### config.mk
export PLATFORM = sky130hd
export DESIGN_NAME = cell_pos_streamer
export DESIGN_NICKNAME = d
export VERILOG_FILES = /design/src/rtl/cell_pos_streamer_pkg.sv /design/src/rtl/pos_skid_fifo.sv /design/src/rtl/cell_pos_streamer.sv
export SDC_FILE = /design/constraint.sdc
export NUM_CORES = 1
export LEC_CHECK = 0
export BUFFER_PORTS_ARGS = -buffer_cell sky130_fd_sc_hd__clkbuf_2
export CAP_MARGIN = 20
export CELL_PAD_IN_SITES_DETAIL_PLACEMENT = 1
export CELL_PAD_IN_SITES_GLOBAL_PLACEMENT = 2
export CORE_AREA = 2 2 254 256
export DETAILED_ROUTE_END_ITERATION = 8
export DIE_AREA = 0 0 256 258
export PLACE_DENSITY = 0.58
export SLEW_MARGIN = 40
export SYNTH_ARGS = -nofsm -noshare
export SYNTH_HDL_FRONTEND = slang
export SYNTH_HIERARCHICAL = 1
export SYNTH_SLANG_ARGS = --single-unit
### constraint.sdc
create_clock -name clk -period 3.9 [get_ports clk]
set_input_delay 0.585 -clock clk [delete_from_list [all_inputs] [get_ports clk]]
set_output_delay 0.585 -clock clk [all_outputs]
set_load 0.05 [all_outputs]
### src/rtl/cell_pos_streamer_pkg.sv
// Shared definitions for the cell position streamer: FSM encoding and the
// fixed geometry of the cell position RAM.
package cell_pos_streamer_pkg;

  typedef enum logic [2:0] {
    IDLE,
    RD_CNT,
    WAIT_CNT,
    STREAM,
    DRAIN
  } state_t;

  localparam int CELL_RD_LATENCY = 2;
  localparam int COUNT_ADDR      = 0;

endpackage

### src/rtl/pos_skid_fifo.sv
// Small synchronous show-ahead FIFO holding {pos, id, last} entries between
// the RAM read pipeline and the output stream.
module pos_skid_fifo #(
  parameter int WIDTH = 105,
  parameter int DEPTH = 4
) (
  input  logic                       clk,
  input  logic                       rst,
  input  logic                       push,
  input  logic [WIDTH-1:0]           push_data,
  input  logic                       pop,
  output logic [WIDTH-1:0]           head_data,
  output logic [$clog2(DEPTH+1)-1:0] count,
  output logic                       empty,
  output logic                       full
);

  localparam int PTR_W = (DEPTH > 1) ? $clog2(DEPTH) : 1;
  localparam int CNT_W = $clog2(DEPTH + 1);

  logic [WIDTH-1:0] mem [DEPTH];
  logic [PTR_W-1:0] wr_ptr, rd_ptr;
  logic [CNT_W-1:0] count_q;
  logic             do_pop;

  function automatic logic [PTR_W-1:0] ptr_inc(input logic [PTR_W-1:0] p);
    return (p == PTR_W'(DEPTH - 1)) ? '0 : p + PTR_W'(1);
  endfunction

  assign do_pop    = pop && !empty;
  assign empty     = (count_q == '0);
  assign full      = (count_q == CNT_W'(DEPTH));
  assign count     = count_q;
  assign head_data = mem[rd_ptr];

  // NOTE: non-blocking (<=) for every register so all state updates see pre-edge values.
  always_ff @(posedge clk) begin
    if (!rst) begin
      wr_ptr  <= '0;
      rd_ptr  <= '0;
      count_q <= '0;
    end else begin
      if (push)   wr_ptr <= ptr_inc(wr_ptr);
      if (do_pop) rd_ptr <= ptr_inc(rd_ptr);
      case ({push, do_pop})
        2'b10:   count_q <= count_q + CNT_W'(1);
        2'b01:   count_q <= count_q - CNT_W'(1);
        default: count_q <= count_q;
      endcase
    end
  end

  // NOTE: storage is deliberately not reset; pointers and count alone define which entries are valid.
  always_ff @(posedge clk) begin
    if (push) mem[wr_ptr] <= push_data;
  end

endmodule

### src/rtl/cell_pos_streamer.sv
// Reads the particle count of one cell, then streams every particle position
// from the cell RAM onto a valid/ready interface without loss under backpressure.
module cell_pos_streamer
  import cell_pos_streamer_pkg::*;
#(
  parameter int DATA_WIDTH   = 96,
  parameter int PARTICLE_NUM = 220,
  parameter int ADDR_WIDTH   = 8,
  parameter int FIFO_DEPTH   = 4
) (
  input  logic                  clk,
  input  logic                  rst,
  input  logic                  start,
  output logic                  busy,
  output logic                  done,
  output logic [ADDR_WIDTH-1:0] cell_particle_num,
  output logic                  count_err,
  output logic [ADDR_WIDTH-1:0] rd_addr,
  output logic                  rd_en,
  output logic                  wr_en,
  input  logic [DATA_WIDTH-1:0] rd_data,
  output logic [DATA_WIDTH-1:0] out_pos,
  output logic [ADDR_WIDTH-1:0] out_id,
  output logic                  out_last,
  output logic                  out_valid,
  input  logic                  out_ready
);

  localparam int FIFO_WIDTH = DATA_WIDTH + ADDR_WIDTH + 1;
  localparam int CNT_W      = $clog2(FIFO_DEPTH + 1);
  localparam int L          = CELL_RD_LATENCY;
  localparam logic [ADDR_WIDTH-1:0] MAX_CNT = ADDR_WIDTH'(PARTICLE_NUM - 1);

  state_t                  state_q, state_d;
  logic                    wait_q;
  logic                    done_d, done_q;
  logic                    count_err_q;
  logic [ADDR_WIDTH-1:0]   cnt_q, next_addr_q;
  logic [ADDR_WIDTH-1:0]   raw_cnt, clamped_cnt;
  logic                    cnt_over;
  logic                    issue, issue_last, credit_ok;

  logic [L-1:0]                 pipe_valid, pipe_last;
  logic [L-1:0][ADDR_WIDTH-1:0] pipe_addr;

  logic                  push, pop;
  logic [FIFO_WIDTH-1:0] head_data;
  logic [CNT_W-1:0]      fifo_count;
  logic                  fifo_empty, fifo_full;
  logic [DATA_WIDTH-1:0] head_pos;
  logic [ADDR_WIDTH-1:0] head_id;
  logic                  head_last;

  assign raw_cnt     = rd_data[ADDR_WIDTH-1:0];
  assign cnt_over    = raw_cnt > MAX_CNT;
  assign clamped_cnt = cnt_over ? MAX_CNT : raw_cnt;
  assign issue_last  = (next_addr_q == cnt_q);

  // Pop in the same cycle is not credited, so a push can never meet a full FIFO.
  assign credit_ok = ($countones(pipe_valid) + int'(fifo_count)) < FIFO_DEPTH;

  // NOTE: every always_comb output gets a default first so no path infers a latch.
  always_comb begin
    state_d = state_q;
    issue   = 1'b0;
    rd_en   = 1'b0;
    rd_addr = '0;
    done_d  = 1'b0;
    case (state_q)
      IDLE:     if (start) state_d = RD_CNT;
      RD_CNT: begin
        rd_en   = 1'b1;
        rd_addr = ADDR_WIDTH'(COUNT_ADDR);
        state_d = WAIT_CNT;
      end
      WAIT_CNT: begin
        if (wait_q) begin
          if (clamped_cnt == '0) begin
            done_d  = 1'b1;
            state_d = IDLE;
          end else begin
            state_d = STREAM;
          end
        end
      end
      STREAM: begin
        if (credit_ok) begin
          issue   = 1'b1;
          rd_en   = 1'b1;
          rd_addr = next_addr_q;
          if (issue_last) state_d = DRAIN;
        end
      end
      DRAIN: begin
        if (pop && head_last) begin
          done_d  = 1'b1;
          state_d = IDLE;
        end
      end
      default: state_d = IDLE;
    endcase
  end

  always_ff @(posedge clk) begin
    if (!rst) begin
      state_q     <= IDLE;
      wait_q      <= 1'b0;
      done_q      <= 1'b0;
      count_err_q <= 1'b0;
      cnt_q       <= '0;
      next_addr_q <= '0;
      pipe_valid  <= '0;
      pipe_last   <= '0;
      pipe_addr   <= '0;
    end else begin
      state_q <= state_d;
      done_q  <= done_d;
      wait_q  <= (state_q == WAIT_CNT) && !wait_q;
      if (state_q == IDLE && start) count_err_q <= 1'b0;
      if (state_q == WAIT_CNT && wait_q) begin
        cnt_q       <= clamped_cnt;
        next_addr_q <= ADDR_WIDTH'(1);
        if (cnt_over) count_err_q <= 1'b1;
      end
      if (issue && !issue_last) next_addr_q <= next_addr_q + ADDR_WIDTH'(1);
      pipe_valid <= {pipe_valid[L-2:0], issue};
      pipe_last  <= {pipe_last[L-2:0], issue_last};
      pipe_addr  <= {pipe_addr[L-2:0], next_addr_q};
    end
  end

  assign push = pipe_valid[L-1];
  assign pop  = out_valid && out_ready;

  pos_skid_fifo #(
    .WIDTH (FIFO_WIDTH),
    .DEPTH (FIFO_DEPTH)
  ) u_fifo (
    .clk       (clk),
    .rst       (rst),
    .push      (push),
    .push_data ({rd_data, pipe_addr[L-1], pipe_last[L-1]}),
    .pop       (pop),
    .head_data (head_data),
    .count     (fifo_count),
    .empty     (fifo_empty),
    .full      (fifo_full)
  );

  assert property (@(posedge clk) disable iff (!rst) !(push && fifo_full));

  assign {head_pos, head_id, head_last} = head_data;

  // Head is gated while empty so stale storage never shows on the outputs.
  assign out_valid         = !fifo_empty;
  assign out_pos           = out_valid ? head_pos  : '0;
  assign out_id            = out_valid ? head_id   : '0;
  assign out_last          = out_valid && head_last;
  assign busy              = (state_q != IDLE);
  assign done              = done_q;
  assign cell_particle_num = cnt_q;
  assign count_err         = count_err_q;
  assign wr_en             = 1'b0;

endmodule
# Word level (Yosys, flattened, before mapping)
# Memories as Yosys holds them, arrays and structs flattened. A register that Yosys moved wholly into a read port is not among the register bits.
# Index checks and enable logic that the tools add are counted.
# totals
n_memories	1
output_inout_bits	127
regBits	49
word_cells	86
inputBits	100
ram_bits	420
# mem_list
memory	words	width	read_ports	rd_ports_with_merged_regs	write_ports	line_no	text
u_fifo.mem	4	105	1	1	1	pos_skid_fifo.sv:21	logic [WIDTH-1:0] mem [DEPTH];
# op_classes
muxes	31
n_lt_le_gt_ge	2
n_eq_ne	14
reduce_logical	18
n_addsub	7
# ops
op	n
$mux 96	1
$mux 8	6
$mux 3	5
$pmux 3 s5	1
$mux 1	10
$mux 2	5
$ne 2x2->1 const B	5
$add 8x1->8 const B	1
$eq 8x8->1	1
$gt 8x8->1 const B	1
$logic_and 1x1->1	8
$logic_not 8->1	1
$eq 2x2->1 const B	3
$eq 3x2->1 const B	2
$logic_not 3->1	2
$pmux 3 s2	1
$reduce_and 5->1	1
$add 2x1->2 const B	2
$add 2x3->4	1
$lt 4x3->1 const B	1
$pmux 1 s2	2
$reduce_bool 2->1	2
$add 3x1->3 const B	1
$eq 3x1->1 const B	1
other kinds (6)	8

# Depth between registers and ports, before layout
# Gate-level depths: netlist of the first run.
# logic_depth
depth_word	7
mapped_depth	10

# By module
# The synthesis of the first run kept the hierarchy.
# modules_own_cells
mod	area_per_inst_um2	n_inst	cells_each	seq_area_each_um2
pos_skid_fifo	15626.2	1	600	12792.3
cell_pos_streamer	2518.7	1	322	840.8

# Worst setup path before layout of the first run
# Ideal clock, no wire load.
# synth_path
kind	reg-to-reg
from	register u_fifo.wr_ptr[0]
to	memory u_fifo.mem[3][0] (enable)
slack_ps	455
t_arrival_ps	2970
setup_time_ps	475
synth_period_minus_slack_ps	3445
path_stages_with_launch	3
path_cell_list	dfxtp_1 ha_1 and2_1
# synth_lines
element	line_no	text
from (decl)	pos_skid_fifo.sv:22	logic [PTR_W-1:0] wr_ptr, rd_ptr;
from (signal assigned)	pos_skid_fifo.sv:43	if (push) wr_ptr <= ptr_inc(wr_ptr);
to (decl)	pos_skid_fifo.sv:21	
# No word-level cell before the write port.

==> out/qor.csv, run 1 <==
stage,metric,value,unit
status,status,"complete, no violations",
cells_and_area,Finished Cell Area,22000,µm²
grt,gr ovfl total,0,
worst_setup_path,Worst Path Arrival,2.55,ns
power_and_ir_drop,Gate power share,0.042,
place,RePlAce Congestion,0.731,
die,row cnt,93,
place,Post-DP HPWL,25.6,mm
route,met2 WL,21.0,mm
sta,period utilization,0.805,
cts,TritonCTS clock tree,yes,
die,Core Area,63600,µm²
logic_synthesis,"Avg Cell Area, Syn",19.7,µm²
place,port bufs,225,
power_and_ir_drop,switching pwr,2.31,mW
cells_and_area,layout cell share with drive strength beyond 1,0.356,
power_and_ir_drop,Sw Share,0.214,
cts,clock sinks,471,
place,"Cell Area, Placed",20400,µm²
die,die width,256,µm
worst_setup_path,CP required,3.31,ns
sta,setup repair after global routing missed its margin,false,
route,Iteration-0 DRC Markers,390,
cells_and_area,Antenna Cells,0,
power_and_ir_drop,Reg power frac,0.515,
power_and_ir_drop,leak pwr,7.34,nW
grt,first-pass GRT wire length,65.7,mm
power_and_ir_drop,pwr dens,490,nW/µm²
worst_setup_path,kind of start point of the critical path,flop,
sta,Final Setup Violations,0,
die,DIE HEIGHT,258,µm
cts,clock latency on the worst-skew pair,0.59,ns
route,DRC,0,
sta,Final Hold Vio Count,0,
sta,Least-Margin Pin Slew,0.759,ns
route,routed len/inst,20.7,µm
worst_setup_path,worst-path maximum fanout,52,
worst_setup_path,Worst Reg2Reg Path Length in Cells,10,
logic_synthesis,Ys Warns,6,
worst_hold_path,hold path cells,1,
cts,Bufs on Longest Clock Path,3,
sta,setup TNS,0,ns
sta,max-slew violations,0,
route,Avg Vias per Cell,4.43,
route,top sig layer,met5,
power_and_ir_drop,Clock Power Share,0.443,
power_and_ir_drop,worst vdd ir,0.327,mV
cts,TritonCTS buffer count,53,
cells_and_area,post-route insts no fill,2074,
die,boundary pin count,227,
worst_hold_path,hold crit path type,in2reg,
route,vias,9193,
cts,Root Buffer,clkbuf_16,
sta,skew final,0.0287,ns
place,Setup WS pre-CTS,1.29,ns
cells_and_area,Final Util,0.346,
cells_and_area,Fill cells,6448,
cts,"Hold-fix buffers, CTS",0,
sta,Max Freq,319,MHz
grt,Total GRT Usage,0.131,
worst_setup_path,Worst Setup Path Type,reg2out,
logic_synthesis,Syn Nets,1030,
route,WL met1,19.1,mm
logic_synthesis,Gate Count Post-Synth,921,
cells_and_area,Total Nets Final,1284,
place,# placed instances,1975,
route,DRT antenna net count,0,
grt,largest net degree at the start of global routing,107,
logic_synthesis,Mapped Area,18100,µm²
route,TritonRoute pass-1 iters,4,
sta,Final WS setup,0.761,ns
cts,H-tree levels,2,
cts,cts repair resizes,0,
route,Routed WL,42.9,mm
power_and_ir_drop,Int Pwr,8.49,mW
grt,initial antenna violation count,2,
grt,vias in the first global route,10278,
run,Max Cap Viol,0,
die,Initial Util,0.285,
die,die area,66000,µm²
worst_setup_path,Setup crit end kind,primary output,
cts,post-CTS setup buffers,0,
sta,relative slew slack,0.494,
sta,Hold WS,0.213,ns
sta,minimum clock period,3.14,ns
cells_and_area,area delta synth->final,21.5,%
route,met3 wire len,2.05,mm
power_and_ir_drop,Tot Pwr,10.8,mW
cts,Clock transition at path regs,0.06,ns
## routing by layer
layer | up-vias | global-route usage
li1 | 4151 | -
met1 | 4794 | 0.170
met2 | 181 | 0.221
met3 | 63 | 0.0310
met4 | 4 | 0.0315
met5 | - | 0
## area by class of cell
cell class                 instances  area, µm²  area share
sequential                       471      13600       0.619
timing repair buffer             245       1410      0.0641
tap                              855       1070      0.0485
multi-input combinational        392       4210       0.191
inverter                          12       45.0     0.00204
clock inverter                    29        238      0.0108
clock buffer                      70       1430      0.0650
## path summary, 6_finish.rpt
check	startpoint	end	slack, ns
max	flop	out_pos[67]	0.76
min reg2reg	pipe_addr[1]	pipe_addr[9]	0.43
max reg2reg	u_fifo/count[1]	u_fifo/count[2]	1.44
min	rd_data[49]	u_fifo/mem[3][58]	0.21
## cells in the final DEF, fill, tap and decap left out, types with 4 or more instances in the layout
master,n
xor2_1,9
o211ai_1,5
buf_12,11
edfxtp_1,420
and2_4,4
and2_1,28
nand2_1,25
a21oi_1,11
inv_1,12
bufinv_16,4
dfxtp_1,49
clkbuf_2,225
or3_1,4
clkinv_2,12
mux4_2,105
nor3_1,6
o21ai_0,10
nor2_1,13
nor4_1,4
nand3_1,6
a211o_1,4
nand3b_1,4
ha_1,8
clkbuf_16,55
buf_4,9
clkbuf_1,15
clkinv_1,11
nor2b_1,110
## critical path: stages (launching register included)
cell and delay [ns]:
dfxtp_4 0.72, buf_12 0.37, mux4_2 0.40, nor2b_1 0.16, clkbuf_2 0.27
## power groups by stage
stage,registers [mW],clock network (mW),logic (mW)
after global routing,5.57,5.15,0.497
final,5.57,4.78,0.449
after detailed placement,5.67,0,0.459
after global placement,5.67,0,0.447
after floorplan,5.66,0,0.279
after CTS,5.57,4.98,0.460
## registers in the layout, summed over array words and instances (netlist names), named ones only
signal / flops
u_fifo/rd_ptr: 2
u_fifo/mem: 420
pipe_addr: 16
wait_q: 1
pipe_valid: 2
next_addr_q: 8
cell_particle_num: 8
u_fifo/count: 3
pipe_last: 2
u_fifo/wr_ptr: 2
state_q: 3
count_err: 1
done: 1
Power figures use the tool's default switching activity.
==> run 2: changes to the inputs <==
--- a/config.mk
+++ b/config.mk
@@ -5,14 +5,15 @@
 export SDC_FILE = /design/constraint.sdc
 export NUM_CORES = 1
 export LEC_CHECK = 0
+export ABC_AREA = 1
 export BUFFER_PORTS_ARGS = -buffer_cell sky130_fd_sc_hd__clkbuf_2
 export CAP_MARGIN = 20
 export CELL_PAD_IN_SITES_DETAIL_PLACEMENT = 1
 export CELL_PAD_IN_SITES_GLOBAL_PLACEMENT = 2
-export CORE_AREA = 2 2 254 256
+export CORE_AREA = 2 2 259 261
 export DETAILED_ROUTE_END_ITERATION = 8
-export DIE_AREA = 0 0 256 258
-export PLACE_DENSITY = 0.58
+export DIE_AREA = 0 0 261 263
+export PLACE_DENSITY = 0.63
 export SLEW_MARGIN = 40
 export SYNTH_ARGS = -nofsm -noshare
 export SYNTH_HDL_FRONTEND = slang
==> constraint.sdc (replaced) <==
create_clock -name clk -period 3.2 [get_ports clk]
set_input_delay 0.48 -clock clk [delete_from_list [all_inputs] [get_ports clk]]
set_output_delay 0.48 -clock clk [all_outputs]
set_load 0.05 [all_outputs]
==> run 2 against run 1 <==
Net effect: combinational power up 52%; worst setup slack worse by 0.55 ns; clock skew down 0.010 ns; design area up 2.6%; wire length up 21%; area after synthesis up 4.2%; critical endpoint is now out_pos[59]; largest cell class unchanged; largest power group unchanged; highest routed layer unchanged.
==> out/qor.csv, run 2 <==
stage,metric,value,unit,change
status,status,"complete, no violations",,unchanged
grt,vias in the first global route,13062,,was 10278
logic_synthesis,Syn Nets,1701,,was 1030
route,Avg Vias per Cell,4.61,,was 4.43
route,routed len/inst,19.1,µm,was 20.7 µm
sta,relative slew slack,0.545,,was 0.494
logic_synthesis,Gate Count Post-Synth,1592,,was 921
sta,Final Setup Violations,0,,unchanged
route,DRT antenna net count,0,,unchanged
place,Post-DP HPWL,32.0,mm,was 25.6 mm
sta,setup repair after global routing missed its margin,false,,unchanged
power_and_ir_drop,Int Pwr,10.2,mW,was 8.49 mW
cells_and_area,max reg flops,420,,unchanged
cells_and_area,Antenna Cells,0,,unchanged
logic_synthesis,Mapped Area,18900,µm²,was 18100 µm²
place,port bufs,225,,unchanged
power_and_ir_drop,Gate power share,0.052,,was 0.042
die,Core Area,65600,µm²,was 63600 µm²
die,boundary pin count,227,,unchanged
cts,"Hold-fix buffers, CTS",0,,unchanged
route,DRC,0,,unchanged
run,Max Cap Viol,0,,unchanged
grt,gr ovfl total,0,,unchanged
cts,Root Buffer,clkbuf_16,,unchanged
sta,Least-Margin Pin Slew,0.683,ns,was 0.759 ns
die,DIE HEIGHT,263,µm,was 258 µm
die,Initial Util,0.288,,was 0.285
worst_setup_path,Worst Setup Path Type,reg2out,,unchanged
power_and_ir_drop,switching pwr,3.02,mW,was 2.31 mW
worst_setup_path,worst-path maximum fanout,136,,was 52
cells_and_area,Total Nets Final,1922,,was 1284
grt,initial antenna violation count,4,,was 2
sta,skew final,0.0187,ns,was 0.0287 ns
cells_and_area,most frequent cells in the layout,"edfxtp_1 (420), nor2_1 (347), clkbuf_2 (225)",,"was edfxtp_1 (420), clkbuf_2 (225), nor2b_1 (110)"
cells_and_area,area delta synth->final,19.7,%,was 21.5%
sta,setup TNS,0,ns,unchanged
power_and_ir_drop,Sw Share,0.229,,was 0.214
grt,Total GRT Usage,0.149,,was 0.131
cells_and_area,post-route insts no fill,2719,,was 2074
cells_and_area,top flop regs,"u_fifo/mem (420), pipe_addr (16)",,unchanged
route,vias,12521,,was 9193
cts,clock sinks,471,,unchanged
worst_setup_path,kind of start point of the critical path,flop,,unchanged
power_and_ir_drop,leak pwr,8.71,nW,was 7.34 nW
sta,max-slew violations,0,,unchanged
die,die width,261,µm,was 256 µm
cts,clock latency on the worst-skew pair,0.61,ns,was 0.59 ns
grt,largest net degree at the start of global routing,137,,was 107
worst_setup_path,Worst Path Arrival,2.51,ns,was 2.55 ns
worst_setup_path,Setup crit end kind,primary output,,unchanged
cells_and_area,layout cell share with drive strength beyond 1,0.193,,was 0.356
cells_and_area,"most common cell after layout, fill and taps aside",edfxtp_1,,unchanged
die,row cnt,94,,was 93
sta,Max Freq,334,MHz,
route,Routed WL,51.9,mm,was 42.9 mm
worst_setup_path,CP required,2.72,ns,was 3.31 ns
cts,TritonCTS buffer count,54,,was 53
cts,TritonCTS clock tree,yes,,unchanged
cts,Clock transition at path regs,0.06,ns,about the same
logic_synthesis,Ys Warns,6,,unchanged
power_and_ir_drop,worst vdd ir,0.334,mV,was 0.327 mV
worst_hold_path,hold crit path type,in2reg,,unchanged
route,TritonRoute pass-1 iters,5,,was 4
place,# placed instances,2620,,was 1975
sta,minimum clock period,2.99,ns,
logic_synthesis,"Avg Cell Area, Syn",11.9,µm²,was 19.7 µm²
die,die area,68600,µm²,was 66000 µm²
cts,H-tree levels,2,,unchanged
sta,period utilization,0.935,,
cells_and_area,most flop-heavy register,u_fifo/mem,,unchanged
power_and_ir_drop,Clock Power Share,0.437,,was 0.443
power_and_ir_drop,Reg power frac,0.512,,was 0.515
place,RePlAce Congestion,0.732,,was 0.731
grt,first-pass GRT wire length,78.3,mm,was 65.7 mm
power_and_ir_drop,pwr dens,584,nW/µm²,was 490 nW/µm²
route,Iteration-0 DRC Markers,570,,was 390
sta,Final Hold Vio Count,0,,unchanged
cts,Bufs on Longest Clock Path,3,,unchanged
-- run 2: cell types whose count changed in the layout (fill, tap and decap cells not counted), sizes merged, moves of 7 or more --
cell / delta
a21oi: +12
and2: -32
inv: +172
mux4: -105
nand2: +68
nand3: +20
nor2: +341
nor2b: -110
o21ai: +210
o22ai: +105
xor2: -7
-- run 2: layout make-up --
cell class / instances / area (µm²)
multi-input combinational: 851 / 3990
sequential: 471 / 13600
inverter: 183 / 719
clock inverter: 34 / 264
timing repair buffer: 252 / 1530
tap: 864 / 1080
fill: 7200 / 43000
clock buffer: 64 / 1400
-- run 2: per-stage QoR --
| stage | power (mW) | instance area (µm²) | hold slack, ns | utilization | setup WS (ns) |
|---|---|---|---|---|---|
| 2_1_floorplan | 7.31 | 18900 | 0.390 | - | 0.106 |
| 3_3_place_gp | 7.57 | 20900 | 0.395 | 0.319 | 0.748 |
| 3_5_place_dp | 7.58 | 20900 | 0.403 | 0.319 | 0.711 |
| 4_1_cts | 13.4 | 22600 | 0.0330 | 0.344 | 0.0459 |
| 5_1_grt | 13.7 | 22600 | 0.0528 | 0.345 | 0.0173 |
| 6_report | 13.2 | 22600 | 0.0836 | 0.345 | 0.208 |
-- run 2: path summary, 6_finish.rpt --
kind	end	cells past startpoint	slack, ns	start
worst max register to register	u_fifo/count[2]	15	0.79	u_fifo/count[0]
worst min-delay path	u_fifo/mem[2][86]	1	0.08	rd_data[77]
worst min register to register	pipe_addr[11]	2	0.41	pipe_addr[3]
worst max-delay path	out_pos[59]	6	0.21	flop
-- run 2: repair_timing --
item / in CTS / in global routing
buffers inserted: 0 / 1
gates resized for setup: 0 / 4
setup endpoints to repair: 0 / 32
-- run 2: critical path: stages, from the launching register on --
cell and delay, ns:
dfxtp_4 0.41, buf_16 0.37, o21ai_0 0.19, o22ai_1 0.18, inv_1 0.05, nor2_1 0.21
clkbuf_2 0.33
-- run 2: power by group through the flow --
| stage | logic (mW) | clock network, mW | registers, mW |
|---|---|---|---|
| 2_1_floorplan | 0.417 | 0 | 6.90 |
| 3_3_place_gp | 0.679 | 0 | 6.89 |
| 3_5_place_dp | 0.691 | 0 | 6.89 |
| 4_1_cts | 0.693 | 6.00 | 6.76 |
| 5_1_grt | 0.751 | 6.21 | 6.76 |
| 6_report | 0.683 | 5.77 | 6.76 |
-- run 2: metal layers --
layer | track usage | part of all wire
met5 | 0 | 0.00095
met1 | 0.200 | 0.46
met4 | 0.0339 | 0.018
met2 | 0.246 | 0.48
met3 | 0.0338 | 0.046
==> run 3: changes to the inputs <==
--- a/config.mk
+++ b/config.mk
@@ -11,6 +11,7 @@
 export CELL_PAD_IN_SITES_DETAIL_PLACEMENT = 1
 export CELL_PAD_IN_SITES_GLOBAL_PLACEMENT = 2
 export CORE_AREA = 2 2 259 261
+export CTS_BUF_LIST = sky130_fd_sc_hd__clkbuf_8
 export DETAILED_ROUTE_END_ITERATION = 8
 export DIE_AREA = 0 0 261 263
 export PLACE_DENSITY = 0.63
==> run 3 against run 2 <==
Net effect: non-clock buffer count increased by 86; die area is the same; final cell count up 5.1%; clock power fell by 8.7%; flip-flop and latch count is the same; core utilization rose by 1.2 points; sequential share of layout area is 2.1 points lower; design area increased by 3.6%; highest routed layer is now met4.
==> out/qor.csv, run 3 (synthesis results as in run 2) <==
stage,metric,value,unit,change
status,status,"complete, no violations",,unchanged
place,Post-DP HPWL,32.0,mm,unchanged
worst_setup_path,worst-path maximum fanout,50,,was 136
cts,H-tree levels,3,,was 2
worst_setup_path,Worst Path Arrival,2.54,ns,was 2.51 ns
cells_and_area,"most common cell after layout, fill and taps aside",edfxtp_1,,unchanged
route,Iteration-0 DRC Markers,660,,was 570
run,Max Cap Viol,0,,unchanged
worst_hold_path,hold path cells,1,,unchanged
grt,largest net degree at the start of global routing,137,,unchanged
cts,clock sinks,471,,unchanged
sta,period utilization,0.945,,was 0.935
worst_setup_path,CP required,2.72,ns,about the same
worst_setup_path,Crit path max-delay family,buffers and inverters,,unchanged
route,DRC,0,,unchanged
sta,skew final,0.0456,ns,was 0.0187 ns
worst_setup_path,Worst Setup Path Type,reg2out,,unchanged
cts,clock latency on the worst-skew pair,0.69,ns,was 0.61 ns
grt,vias in the first global route,13815,,was 13062
sta,minimum clock period,3.02,ns,was 2.99 ns
power_and_ir_drop,Gate power share,0.061,,was 0.052
power_and_ir_drop,Clock Power Share,0.411,,was 0.437
route,Routed WL,54.5,mm,was 51.9 mm
grt,Total GRT Usage,0.154,,was 0.149
place,Setup WS pre-CTS,0.711,ns,unchanged
worst_setup_path,CP max stage delay,0.41,ns,about the same
cells_and_area,area delta synth->final,23.9,%,was 19.7%
worst_hold_path,hold crit path type,in2reg,,unchanged
die,Initial Util,0.288,,unchanged
cells_and_area,layout cell share with drive strength beyond 1,0.197,,was 0.193
sta,Hold WS,0.0619,ns,was 0.0836 ns
power_and_ir_drop,Int Pwr,9.71,mW,was 10.2 mW
route,Avg Vias per Cell,4.59,,was 4.61
route,vias,13113,,was 12521
cells_and_area,post-route insts no fill,2858,,was 2719
place,port bufs,225,,unchanged
worst_setup_path,Worst R2R Start,u_fifo/count[0],,unchanged
worst_setup_path,Worst Reg2Reg Path Length in Cells,15,,unchanged
sta,Least-Margin Pin Slew,0.697,ns,was 0.683 ns
power_and_ir_drop,Sw Share,0.242,,was 0.229
place,# placed instances,2620,,unchanged
cts,Clock transition at path regs,0.06,ns,about the same
die,boundary pin count,227,,unchanged
cells_and_area,most frequent cells in the layout,"edfxtp_1 (420), nor2_1 (347), clkbuf_2 (222)",,"was edfxtp_1 (420), nor2_1 (347), clkbuf_2 (225)"
route,DRT antenna net count,0,,unchanged
worst_setup_path,most frequent CP cell,nor2_1,,
worst_hold_path,Hold EP,u_fifo/mem[3][49],,was u_fifo/mem[2][86]
worst_setup_path,kind of start point of the critical path,flop,,unchanged
die,row cnt,94,,unchanged
cells_and_area,top flop regs,"u_fifo/mem (420), pipe_addr (16)",,unchanged
power_and_ir_drop,pwr dens,547,nW/µm²,was 584 nW/µm²
cells_and_area,Total Nets Final,2039,,was 1922
worst_hold_path,worst hold start,rd_data[40],,was rd_data[77]
worst_setup_path,reg2reg setup slack,0.77,ns,was 0.79 ns
cts,TritonCTS clock tree,yes,,unchanged
sta,Final Hold Vio Count,0,,unchanged
power_and_ir_drop,leak pwr,9.17,nW,was 8.71 nW
sta,Final Setup Violations,0,,unchanged
power_and_ir_drop,worst vdd ir,0.248,mV,was 0.334 mV
grt,initial antenna violation count,2,,was 4
sta,relative slew slack,0.535,,was 0.545
cells_and_area,most flop-heavy register,u_fifo/mem,,unchanged
worst_setup_path,CP Cell Sequence,inv_8 -> buf_12 -> nor2_1 -> o22ai_1 -> inv_1 -> nor2_1 -> clkbuf_2,,was buf_16 -> o21ai_0 -> o22ai_1 -> inv_1 -> nor2_1 -> clkbuf_2
cts,Bufs on Longest Clock Path,3,,unchanged
cts,Root Buffer,clkbuf_8,,was clkbuf_16
worst_setup_path,crit path buf inv count,4,,was 3
cts,TritonCTS buffer count,85,,was 54
sta,Max Freq,331,MHz,was 334 MHz
grt,first-pass GRT wire length,80.8,mm,was 78.3 mm
worst_setup_path,Setup crit end kind,primary output,,unchanged
cells_and_area,Final Util,0.357,,was 0.345
route,routed len/inst,19.1,µm,about the same
cells_and_area,max reg flops,420,,unchanged
place,RePlAce Congestion,0.732,,unchanged
worst_setup_path,worst r2r dst,u_fifo/count[2],,unchanged
worst_setup_path,CP max stage cell,dfxtp_4,,unchanged
die,die area,68600,µm²,unchanged
die,die width,261,µm,unchanged
power_and_ir_drop,switching pwr,3.10,mW,was 3.02 mW
route,TritonRoute pass-1 iters,4,,was 5
sta,Final WS setup,0.176,ns,was 0.208 ns
grt,gr ovfl total,0,,unchanged
power_and_ir_drop,Reg power frac,0.528,,was 0.512
die,Core Area,65600,µm²,unchanged
sta,max-slew violations,0,,unchanged
die,DIE HEIGHT,263,µm,unchanged
-- run 3: cell types whose count changed in the layout (fill, tap and decap cells not counted), moves of 3 or more --
cell           change
clkbuf_1           -9
clkbuf_16         -52
clkbuf_2           -3
clkbuf_8          +88
clkinv_1           +7
clkinvlp_4         -4
dlygate4sd3_1     +84
inv_1             +21
-- run 3: power groups by stage --
stage | combinational, mW | clock [mW] | sequential, mW
4_1_cts | 0.787 | 5.47 | 6.76
5_1_grt | 0.859 | 5.71 | 6.76
3_3_place_gp | 0.679 | 0 | 6.89
3_5_place_dp | 0.691 | 0 | 6.89
2_1_floorplan | 0.417 | 0 | 6.90
6_report | 0.786 | 5.27 | 6.76
-- run 3: how the worst max path moves through the flow --
stage                     cells past startpoint  slack (ns)             start          endpoint
after CTS                                     6       0.004              flop       out_pos[49]
after detailed placement                      6        0.71              flop         out_id[7]
after global routing                          9     -0.0008     pipe_valid[0]        rd_addr[6]
final                                         7        0.18              flop       out_pos[67]
after global placement                        6        0.75              flop         out_id[7]
after floorplan                               4        0.11  u_fifo/wr_ptr[0]  u_fifo/mem[2][0]
-- run 3: metal layers --
metal / share of wire / GRT usage / up-vias
li1: - / - / 6218
met1: 0.47 / 0.205 / 6567
met2: 0.48 / 0.253 / 247
met3: 0.039 / 0.0315 / 81
met4: 0.019 / 0.0444 / 0
met5: 0 / 0 / -
-- run 3: what timing repair did --
item                       4_1_cts  5_1_grt
hold endpoints to repair       325        0
gates resized for setup          3        7
setup buffers                    0        1
setup endpoints to repair        2       42
pin swaps                        0        0
hold buffers                    84        0
gates cloned                     0        2
-- run 3: final cells by class --
class                      instances  area [µm²]
antenna                            2        5.00
multi-input combinational        851        3990
tap                              864        1080
sequential                       471       13600
fill                            7249       42200
timing repair buffer             338        2430
clock buffer                      89        1220
inverter                         183         722
clock inverter                    60         330
-- run 3: stage by stage --
step,area (µm²),setup TNS [ns],total power [mW]
2_1_floorplan,18900,0,7.31
3_3_place_gp,20900,0,7.57
3_5_place_dp,20900,0,7.58
4_1_cts,23300,0,13.0
5_1_grt,23400,-0.000808,13.3
6_report,23400,0,12.8
